[src/rtl/afu_req_pkg.sv]
// afu_req_pkg: shared error-bit indices and request record layouts for the
// AFU request queue. The record widths follow the package constants below;
// afu_req_queue parameter defaults are taken from the same constants.
package afu_req_pkg;

   localparam int AFU_ADDR_LMT    = 20;
   localparam int AFU_MDATA       = 14;
   localparam int AFU_CACHE_WIDTH = 512;

   // Sticky error bit positions in afu_req_queue.err
   localparam int ERR_RD_OVF = 0;
   localparam int ERR_WR_OVF = 1;
   localparam int ERR_SPUR   = 2;

   typedef struct packed {
      logic [AFU_ADDR_LMT-1:0] addr;
      logic [AFU_MDATA-1:0]    mdata;
   } rd_req_t;

   typedef struct packed {
      logic [AFU_ADDR_LMT-1:0]    addr;
      logic [AFU_MDATA-1:0]       mdata;
      logic [AFU_CACHE_WIDTH-1:0] data;
   } wr_req_t;

endpackage

[src/rtl/afu_req_fifo.sv]
// afu_req_fifo: small synchronous FIFO with show-ahead head output.
// A push while full is accepted only if a pop happens in the same cycle.
module afu_req_fifo #(
   parameter int WIDTH      = 8,
   parameter int DEPTH_LOG2 = 2
) (
   input  logic                  clk,
   input  logic                  reset,
   input  logic                  push,
   input  logic                  pop,
   input  logic [WIDTH-1:0]      din,
   output logic [WIDTH-1:0]      dout,
   output logic [DEPTH_LOG2:0]   count,
   output logic                  empty,
   output logic                  full
);

   localparam int DEPTH = 1 << DEPTH_LOG2;

   logic [WIDTH-1:0]      mem [DEPTH];
   logic [DEPTH_LOG2-1:0] wr_ptr;
   logic [DEPTH_LOG2-1:0] rd_ptr;
   logic                  do_push;
   logic                  do_pop;

   assign empty   = (count == '0);
   assign full    = (count == (DEPTH_LOG2+1)'(DEPTH));
   assign do_pop  = pop && !empty;
   assign do_push = push && (!full || do_pop);
   assign dout    = mem[rd_ptr];

   // Pointer and occupancy bookkeeping
   always_ff @(posedge clk) begin
      if (reset) begin
         wr_ptr <= '0;
         rd_ptr <= '0;
         count  <= '0;
      end else begin
         if (do_push) wr_ptr <= wr_ptr + 1'b1;
         if (do_pop)  rd_ptr <= rd_ptr + 1'b1;
         count <= count + (DEPTH_LOG2+1)'(do_push) - (DEPTH_LOG2+1)'(do_pop);
      end
   end

   // Storage array; contents need no reset since count gates visibility
   always_ff @(posedge clk) begin
      if (do_push) mem[wr_ptr] <= din;
   end

endmodule

[src/rtl/afu_req_queue.sv]
// afu_req_queue: buffers AFU read/write requests, issues them to CCI under
// almost-full back-pressure and a per-channel outstanding credit limit,
// tracks outstanding responses, and reports idle / sticky error status.
// Optional: define AFU_REQ_ORDER_EN to hold writes until the read FIFO is
// empty and no reads are outstanding (read-before-write fence).
module afu_req_queue
   import afu_req_pkg::*;
#(
   parameter int ADDR_LMT        = AFU_ADDR_LMT,
   parameter int MDATA           = AFU_MDATA,
   parameter int CACHE_WIDTH     = AFU_CACHE_WIDTH,
   parameter int FIFO_DEPTH_LOG2 = 2,
   parameter int MAX_OUTSTANDING = 8
) (
   input  logic                                     clk,
   input  logic                                     reset,
   input  logic [ADDR_LMT-1:0]                      rd_req_addr,
   input  logic [MDATA-1:0]                         rd_req_mdata,
   input  logic                                     rd_req_en,
   output logic                                     rd_req_almostfull,
   input  logic [ADDR_LMT-1:0]                      wr_req_addr,
   input  logic [MDATA-1:0]                         wr_req_mdata,
   input  logic [CACHE_WIDTH-1:0]                   wr_req_data,
   input  logic                                     wr_req_en,
   output logic                                     wr_req_almostfull,
   output logic [ADDR_LMT-1:0]                      cci_rd_addr,
   output logic [MDATA-1:0]                         cci_rd_mdata,
   output logic                                     cci_rd_valid,
   input  logic                                     cci_rd_almostfull,
   output logic [ADDR_LMT-1:0]                      cci_wr_addr,
   output logic [MDATA-1:0]                         cci_wr_mdata,
   output logic [CACHE_WIDTH-1:0]                   cci_wr_data,
   output logic                                     cci_wr_valid,
   input  logic                                     cci_wr_almostfull,
   input  logic                                     cci_rd_rsp_valid,
   input  logic                                     cci_wr_rsp0_valid,
   input  logic                                     cci_wr_rsp1_valid,
   output logic [$clog2(MAX_OUTSTANDING+1)-1:0]     rd_outstanding,
   output logic [$clog2(MAX_OUTSTANDING+1)-1:0]     wr_outstanding,
   output logic                                     idle,
   output logic [2:0]                               err
);

   localparam int OW = $clog2(MAX_OUTSTANDING+1);
   localparam int CW = FIFO_DEPTH_LOG2 + 1;
   localparam int D  = 1 << FIFO_DEPTH_LOG2;

   rd_req_t        rd_in, rd_head;
   wr_req_t        wr_in, wr_head;
   logic [CW-1:0]  rd_count, wr_count;
   logic           rd_empty, rd_full, wr_empty, wr_full;
   logic           rd_issue, wr_issue;
   logic           rd_ovf, wr_ovf;
   logic [OW:0]    rd_sum, wr_sum, rd_dec, wr_dec;
   logic           rd_under, wr_under;
   logic [OW-1:0]  rd_out_nxt, wr_out_nxt;

   assign rd_in = '{addr: rd_req_addr, mdata: rd_req_mdata};
   assign wr_in = '{addr: wr_req_addr, mdata: wr_req_mdata, data: wr_req_data};

   afu_req_fifo #(.WIDTH($bits(rd_req_t)), .DEPTH_LOG2(FIFO_DEPTH_LOG2)) u_rd_fifo (
      .clk   (clk),
      .reset (reset),
      .push  (rd_req_en),
      .pop   (rd_issue),
      .din   (rd_in),
      .dout  (rd_head),
      .count (rd_count),
      .empty (rd_empty),
      .full  (rd_full)
   );

   afu_req_fifo #(.WIDTH($bits(wr_req_t)), .DEPTH_LOG2(FIFO_DEPTH_LOG2)) u_wr_fifo (
      .clk   (clk),
      .reset (reset),
      .push  (wr_req_en),
      .pop   (wr_issue),
      .din   (wr_in),
      .dout  (wr_head),
      .count (wr_count),
      .empty (wr_empty),
      .full  (wr_full)
   );

   assign rd_req_almostfull = (rd_count >= CW'(D-1));
   assign wr_req_almostfull = (wr_count >= CW'(D-1));

   // A same-cycle pop frees a slot, so only an enqueue into a full FIFO
   // with no issue that cycle is lost.
   assign rd_ovf = rd_req_en && rd_full && !rd_issue;
   assign wr_ovf = wr_req_en && wr_full && !wr_issue;

   assign rd_issue = !rd_empty && !cci_rd_almostfull && (rd_outstanding < OW'(MAX_OUTSTANDING));
`ifdef AFU_REQ_ORDER_EN
   assign wr_issue = !wr_empty && !cci_wr_almostfull && (wr_outstanding < OW'(MAX_OUTSTANDING))
                     && rd_empty && (rd_outstanding == '0);
`else
   assign wr_issue = !wr_empty && !cci_wr_almostfull && (wr_outstanding < OW'(MAX_OUTSTANDING));
`endif

   // Net outstanding update; a decrement past zero saturates and flags spurious
   always_comb begin
      rd_sum     = {1'b0, rd_outstanding} + (OW+1)'(rd_issue);
      wr_sum     = {1'b0, wr_outstanding} + (OW+1)'(wr_issue);
      rd_dec     = (OW+1)'(cci_rd_rsp_valid);
      wr_dec     = (OW+1)'(cci_wr_rsp0_valid) + (OW+1)'(cci_wr_rsp1_valid);
      rd_under   = (rd_sum < rd_dec);
      wr_under   = (wr_sum < wr_dec);
      rd_out_nxt = rd_under ? '0 : OW'(rd_sum - rd_dec);
      wr_out_nxt = wr_under ? '0 : OW'(wr_sum - wr_dec);
   end

   // Issue registers: one-cycle valid pulse, fields hold between issues
   always_ff @(posedge clk) begin
      if (reset) begin
         cci_rd_valid <= 1'b0;
         cci_rd_addr  <= '0;
         cci_rd_mdata <= '0;
         cci_wr_valid <= 1'b0;
         cci_wr_addr  <= '0;
         cci_wr_mdata <= '0;
         cci_wr_data  <= '0;
      end else begin
         cci_rd_valid <= rd_issue;
         cci_wr_valid <= wr_issue;
         if (rd_issue) begin
            cci_rd_addr  <= rd_head.addr;
            cci_rd_mdata <= rd_head.mdata;
         end
         if (wr_issue) begin
            cci_wr_addr  <= wr_head.addr;
            cci_wr_mdata <= wr_head.mdata;
            cci_wr_data  <= wr_head.data;
         end
      end
   end

   // Outstanding counters, sticky errors and registered idle status
   always_ff @(posedge clk) begin
      if (reset) begin
         rd_outstanding <= '0;
         wr_outstanding <= '0;
         err            <= '0;
         idle           <= 1'b1;
      end else begin
         rd_outstanding <= rd_out_nxt;
         wr_outstanding <= wr_out_nxt;
         err[ERR_RD_OVF] <= err[ERR_RD_OVF] | rd_ovf;
         err[ERR_WR_OVF] <= err[ERR_WR_OVF] | wr_ovf;
         err[ERR_SPUR]   <= err[ERR_SPUR] | rd_under | wr_under;
         idle <= rd_empty && wr_empty && (rd_outstanding == '0) && (wr_outstanding == '0)
                 && !cci_rd_valid && !cci_wr_valid;
      end
   end

endmodule

[config.mk]
export PLATFORM = sky130hd
export DESIGN_NAME = afu_req_queue
export DESIGN_NICKNAME = d
export VERILOG_FILES = /design/src/rtl/afu_req_pkg.sv /design/src/rtl/afu_req_fifo.sv /design/src/rtl/afu_req_queue.sv
export SDC_FILE = /design/constraint.sdc
export NUM_CORES = 2
export LEC_CHECK = 0
export BUFFER_PORTS_ARGS = -buffer_cell sky130_fd_sc_hd__buf_2
export CAP_MARGIN = 20
export CORE_ASPECT_RATIO = 1.25
export CORE_MARGIN = 1
export CORE_UTILIZATION = 30
export DETAILED_ROUTE_END_ITERATION = 10
export PLACE_DENSITY_LB_ADDON = 0.2
export RECOVER_POWER = 100
export SKIP_CTS_REPAIR_TIMING = 1
export SLEW_MARGIN = 25
export SYNTH_ARGS = -nofsm -noshare
export SYNTH_HDL_FRONTEND = slang
export SYNTH_SLANG_ARGS = --single-unit
[constraint.sdc]
create_clock -name clk -period 21.9 [get_ports clk]
set_clock_uncertainty 0.15 [all_clocks]
set_input_delay 3.285 -clock clk [delete_from_list [all_inputs] [get_ports clk]]
set_output_delay 3.285 -clock clk [all_outputs]
set_load 0.1 [all_outputs]
## Yosys cells after proc, flatten, opt, wreduce, memory -nomap -nowiden

Memory sizes are Yosys's and may differ from the RTL's. A register that Yosys moved wholly into a read port is not among the register bits.
Index checks and enable logic that the tools add are counted.

| word-level totals | value |
|---|---|
| memory bits (writable) | 2320 |
| flip-flop bits (word level) | 28 |
| memories | 2 |

Memory list:

| memory | depth | bits a word | rd ports | clocked after Yosys merged registers in | wr ports | line | text |
|---|---|---|---|---|---|---|---|
| u_wr_fifo.mem | 4 | 546 | 1 | 1 | 1 | afu_req_fifo.sv:20 | `logic [WIDTH-1:0] mem [DEPTH];` |
| u_rd_fifo.mem | 4 | 34 | 1 | 1 | 1 | afu_req_fifo.sv:20 |  |

| cells by class | value |
|---|---|
| reductions and logical operators | 35 |
| order comparisons | 6 |
| mux-type cells | 4 |
| eq/ne operators | 2 |
| $add $sub $neg | 13 |
| bitwise operators | 4 |

Operators with widths:

| operator | number |
|---|---|
| $logic_and 1x1->1 | 17 |
| $add 4x1->5 | 2 |
| $logic_not 1->1 | 10 |
| $add 2x1->2 const B | 4 |
| $logic_not 4->1 | 2 |
| $lt 4x4->1 const B | 2 |
| $add 3x1->3 | 2 |
| $eq 3x3->1 const B | 2 |
| $ge 3x2->1 const B | 2 |
| $logic_not 3->1 | 2 |
| $sub 3x1->3 | 2 |
| $lt 5x1->1 | 1 |
| $lt 5x2->1 | 1 |
| $mux 1 | 4 |
| $or 1x1->1 | 4 |
| $reduce_or 2->1 | 2 |
| $sub 4x1->4 | 1 |
| $sub 4x2->4 | 1 |
| $add 1x1->2 | 1 |
| $logic_or 1x1->1 | 2 |

## Longest topological paths before layout

| logic depth | value |
|---|---|
| word-level depth | 9 |
| depth in mapped cells | 10 |
| depth with buffers taken out | 10 |

## Modules after synthesis

Synthesis repeated with hierarchy kept, for this count alone.

| second synthesis, totals | value |
|---|---|
| cells, all modules | 5734 |
| area, all modules | 106188.1 um2 |

Modules (own cells, without submodules):

| module | area an instance (um2) | cells each | times used |
|---|---|---|---|
| afu_req_fifo (u_wr_fifo) | 79837.8 | 2899 | 1 |
| afu_req_queue | 20937.6 | 2610 | 1 |
| afu_req_fifo (u_rd_fifo) | 5412.7 | 225 | 1 |

## Worst setup path after synthesis

Ideal clock, no wire load.

| timing | value |
|---|---|
| kind | input to register |
| start point | in cci_wr_almostfull |
| end point | mem u_wr_fifo.mem[0][0] in the netlist's numbering (enable) |
| cell stages on the path | 3 |
| setup time | 0.983 ns |
| setup slack | 4.689 ns |
| arrival | 16.078 ns |
| buffers on the path | 0 |
| path through | nor2_1 -> o41a_1 -> and2_1 |

| on the way | value |
|---|---|
| word-level cells in the longest chain between the ends | 8 |

Ends and longest elaborated chain:

| item | line | text |
|---|---|---|
| start, declared | afu_req_queue.sv:34 | `input logic cci_wr_almostfull,` |
| $logic_not 1->1 | afu_req_queue.sv:98 | `assign wr_issue = !wr_empty && !cci_wr_almostfull && (wr_outstanding < OW'(MAX_OUTSTANDING));` |
| $logic_and 1x1->1 (2 in a row) | afu_req_queue.sv:98 |  |
| $logic_and 1x1->1 | afu_req_fifo.sv:28 | `assign do_pop = pop && !empty;` |
| $logic_or 1x1->1 | afu_req_fifo.sv:29 | `assign do_push = push && (!full \|\| do_pop);` |
| $logic_and 1x1->1 | afu_req_fifo.sv:29 |  |
| $mux 1 | afu_req_fifo.sv:47 | `if (do_push) mem[wr_ptr] <= din;` |
| $mux 1 (not written as such) | afu_req_fifo.sv:47 |  |
| end, declared | afu_req_fifo.sv:20 |  |

Every way passes these cells.

## Worst setup path after layout

| timing | value |
|---|---|
| start point | in cci_wr_almostfull |
| end point | mem u_wr_fifo.mem[2][422] in the netlist's numbering (enable) |

Same word-level chain as after synthesis.

==> summary.md <==
| Metric | Value |
|---|---|
| TritonCTS Sinks | a little under 3,000 |
| DRT Pass-1 Iters | 5 |
| Wire per inst | ~27 um |
| Sw Share | a little over a third |
| First DRT Iteration DRCs | about 3,400 |
| Share of post-route cells with drive strength above 1 | around 18% |
| Status | complete, but fails checks |
| Final period utilization | just over 60% |
| Worst min-delay path class | flop to flop |
| Nets@finish | 6,443 |
| Synth warn | 0 |
| Synth cell types | between 40 and 50 |
| Reg2reg end | u_wr_fifo.mem[2][422]$_DFFE_PP_ |
| P_sw | between 6 and 7 mW |
| Final min period | 13.61 ns |
| Post-DP HPWL | ~180,000 um |
| Total vias in the final route | 50,450 |
| CTS tree | done |
| MaxCap Viol Count | 77 |
| Worst Slack Setup Final | approximately 8.3 ns |
| Number of synthesized flops with an enable pin | 2,320 |
| Total GRT Usage | approximately 16% |
| Max-slew violation count | 2,374 |
| Worst ir drop on vdd | a little over 0.1 mV |
| Largest net degree at the start of global routing | 137 |
| R2r setup slk | around 11 ns |
| Die width | roughly 530 um |
| GP Congestion | ~0.78 |
| Fraction of registers with async set or reset after synthesis | 0% |
| WHS | 0.3249 ns |
| Total wire length | between 200,000 and 300,000 um |
| Clk buf depth | 4 |
| Crit end category | flop |
| Mean Syn Cell Area | 22.81 sq um |
| Yosys reg bits | approximately 2,900 |
| Chip height | 656.3 um |
| Util after Layout | between 30% and 40% |
| Kind of critical path | input pin to flop |
| WHS Path Cells | 1 |
| Reg power frac | 41.6% |
| Failing checks | capacitance limit, slew limit |
| Clk pin slew, worst setup/hold paths | 0.06 ns |
| DRC viols | 0 |
| Total CTS buffers | 307 |
| P&R area growth vs syn | 18.76% |
| Internal Power | between 10 and 15 mW |
| Achievable Freq | around 73 MHz |
| Final hold viol count | 0 |
| Clk_lat worst skew | ~0.90 ns |
| WP data required | between 20 and 25 ns |
| GRT overflow | 0 |
| Area contributors post-synth | edfxtp_1 68%, mux4_2 13%, dfxtp_1 12% |
| Area post-placement | ~0.11 sq mm |
| RSZ-0062 raised after global routing | false |
| Crit Path Max Fanout | 117 |
| FF-to-FF Start | u_wr_fifo.count[1]$_SDFF_PP0_ |
| Core area | roughly 0.34 sq mm |
| Hold Startpoint | cci_wr_data[290]$_SDFFE_PP0N_ |
| Pleak | approximately 39 nW |
| Syn_nets | just over 5,000 |
| H-tree Lvls | 5 |
| Comb pwr share | a little over a quarter |
| Vias in the first global route | 52,210 |
| Post-synth top flop | edfxtp_1 |
| Dominant cell type by area after synthesis | edfxtp_1 |
| Die area | 0.3449 sq mm |
| Global-route wire length before repair | between 300,000 and 400,000 um |
| Initial antenna violation count | 142 |
| Top cell type's share of synthesized area | slightly below 70% |
| Worst-Margin Slew | ~7 ns |
| Post-route ant nets | 0 |
| Root buf cell | clkbuf_16 |
| Cell count after synthesis | 4,504 |
| R2R depth | 6 |
| Setup TNS Final | 0 ns |
| Pre-CTS setup slack | roughly 13 ns |
| Mean number of vias per cell | 4.763 |
| Crit path DAT | roughly 14 ns |
| Initial Util | a little under a third |
| Port Buffers | approximately 1,200 |
| Mapped Area | slightly above 0.1 sq mm |
| # setup viols final | 0 |
| Clk pwr share | 31.1% |
| Max-slew headroom | -362.1% |
| CP startpoint kind | input pin |
| Pwr Density | 138.2 mW/mm^2 |
| I/O Pins | between 1,000 and 1,500 |
| Sequential fraction of the synthesis area | approximately four fifths |
| FP Rows | approximately 240 |
| Worst Hold Path EP | cci_wr_data[290]$_SDFFE_PP0N_ |
| Final Cell Area | 0.1220 sq mm |
==> power groups by stage <==
stage          clock [mW]  sequential [mW]  combinational [mW]
2_1_floorplan           0             9.27                1.72
3_3_place_gp            0             7.09                4.78
3_5_place_dp            0             7.11                4.79
4_1_cts              5.39             7.00                4.79
5_1_grt              5.58             7.09                4.81
6_report             5.24             7.02                4.60
==> cell usage after synthesis, types with 8 or more instances <==
| cell type | instances |
|---|---|
| clkbuf_1 | 55 |
| mux4_2 | 580 |
| buf_6 | 58 |
| a22o_1 | 580 |
| nor3_1 | 10 |
| dfxtp_1 | 608 |
| nor2_1 | 19 |
| edfxtp_1 | 2320 |
| ha_1 | 23 |
| and2_1 | 8 |
| nand2_1 | 8 |
| buf_4 | 20 |
| buf_2 | 128 |
| inv_1 | 20 |
==> worst max-delay path: stages <==
cell and delay [ns]:
clkbuf_1 0.16, nor2_1 0.26, o41a_1 0.34, and2_0 2.23
buf_12 0.49, clkbuf_1 2.24, clkbuf_1 2.14, clkbuf_1 2.20
==> metal layers <==
layer / part of all wire [%] / global-route usage (%)
met1: 38 / 18.52
met2: 50 / 27.19
met3: 8.2 / 5.447
met4: 3.6 / 5.457
met5: 0.19 / 0
==> flip-flops by register name (all words and copies together) (netlist names), 4 cells and up <==
name / count
rd_outstanding: 4
u_wr_fifo.mem: 2184
cci_wr_data: 512
cci_rd_addr: 20
u_rd_fifo.mem: 136
cci_wr_addr: 20
wr_outstanding: 4
cci_rd_mdata: 14
cci_wr_mdata: 14
==> cells in the final DEF, fill, tap and decap left out, types with 12 or more instances in the layout <==
master	synthesis	routed
diode_2	0	45
nor3_1	10	12
clkinv_2	0	43
nor2_1	19	20
inv_1	20	20
dfxtp_1	608	605
buf_4	20	39
clkinv_1	0	28
clkbuf_16	0	311
edfxtp_1	2320	2320
a22o_1	580	580
clkbuf_8	0	40
bufinv_16	0	19
ha_1	23	23
clkbuf_1	55	1313
mux4_2	580	580
==> cell families after synthesis <==
logic type | synth area share [%]
compound gates | 5.116
simple gates | 0.4140
xor+xnor | 0.06819
flops | 79.65
mux | 12.73
buf+inv | 1.683
fa+ha+maj | 0.3385
==> layout make-up <==
class                      instances  area, sq um
fill                           31840       218000
clock inverter                   133         1559
clock buffer                     437         8656
timing repair buffer            1277         5044
inverter                          20        75.07
tap                             4458         5578
antenna                           45        112.6
sequential                      2928        81850
multi-input combinational       1294        19150
==> how the worst max path moves through the flow <==
stage                      startpoint                               to  slack (ns)  cells after the start
floorplan           cci_wr_almostfull    u_wr_fifo.mem[0][0]$_DFFE_PP_        4.69                      3
global placement    cci_wr_almostfull  u_wr_fifo.mem[3][231]$_DFFE_PP_       13.20                      8
detailed placement  cci_wr_almostfull  u_wr_fifo.mem[3][420]$_DFFE_PP_       13.26                      8
CTS                 cci_wr_almostfull  u_wr_fifo.mem[3][421]$_DFFE_PP_       14.27                      8
global route        cci_wr_almostfull  u_wr_fifo.mem[2][422]$_DFFE_PP_        7.24                      8
finish              cci_wr_almostfull  u_wr_fifo.mem[2][422]$_DFFE_PP_        8.29                      8
==> per-stage QoR <==
step / total power, mW / instances
3_5_place_dp: 11.90 / 9977
3_3_place_gp: 11.86 / 9977
2_1_floorplan: 10.99 / 4504
5_1_grt: 17.48 / 10570
6_report: 16.86 / 10590
4_1_cts: 17.18 / 10550
(Power assumes the default switching activity.)
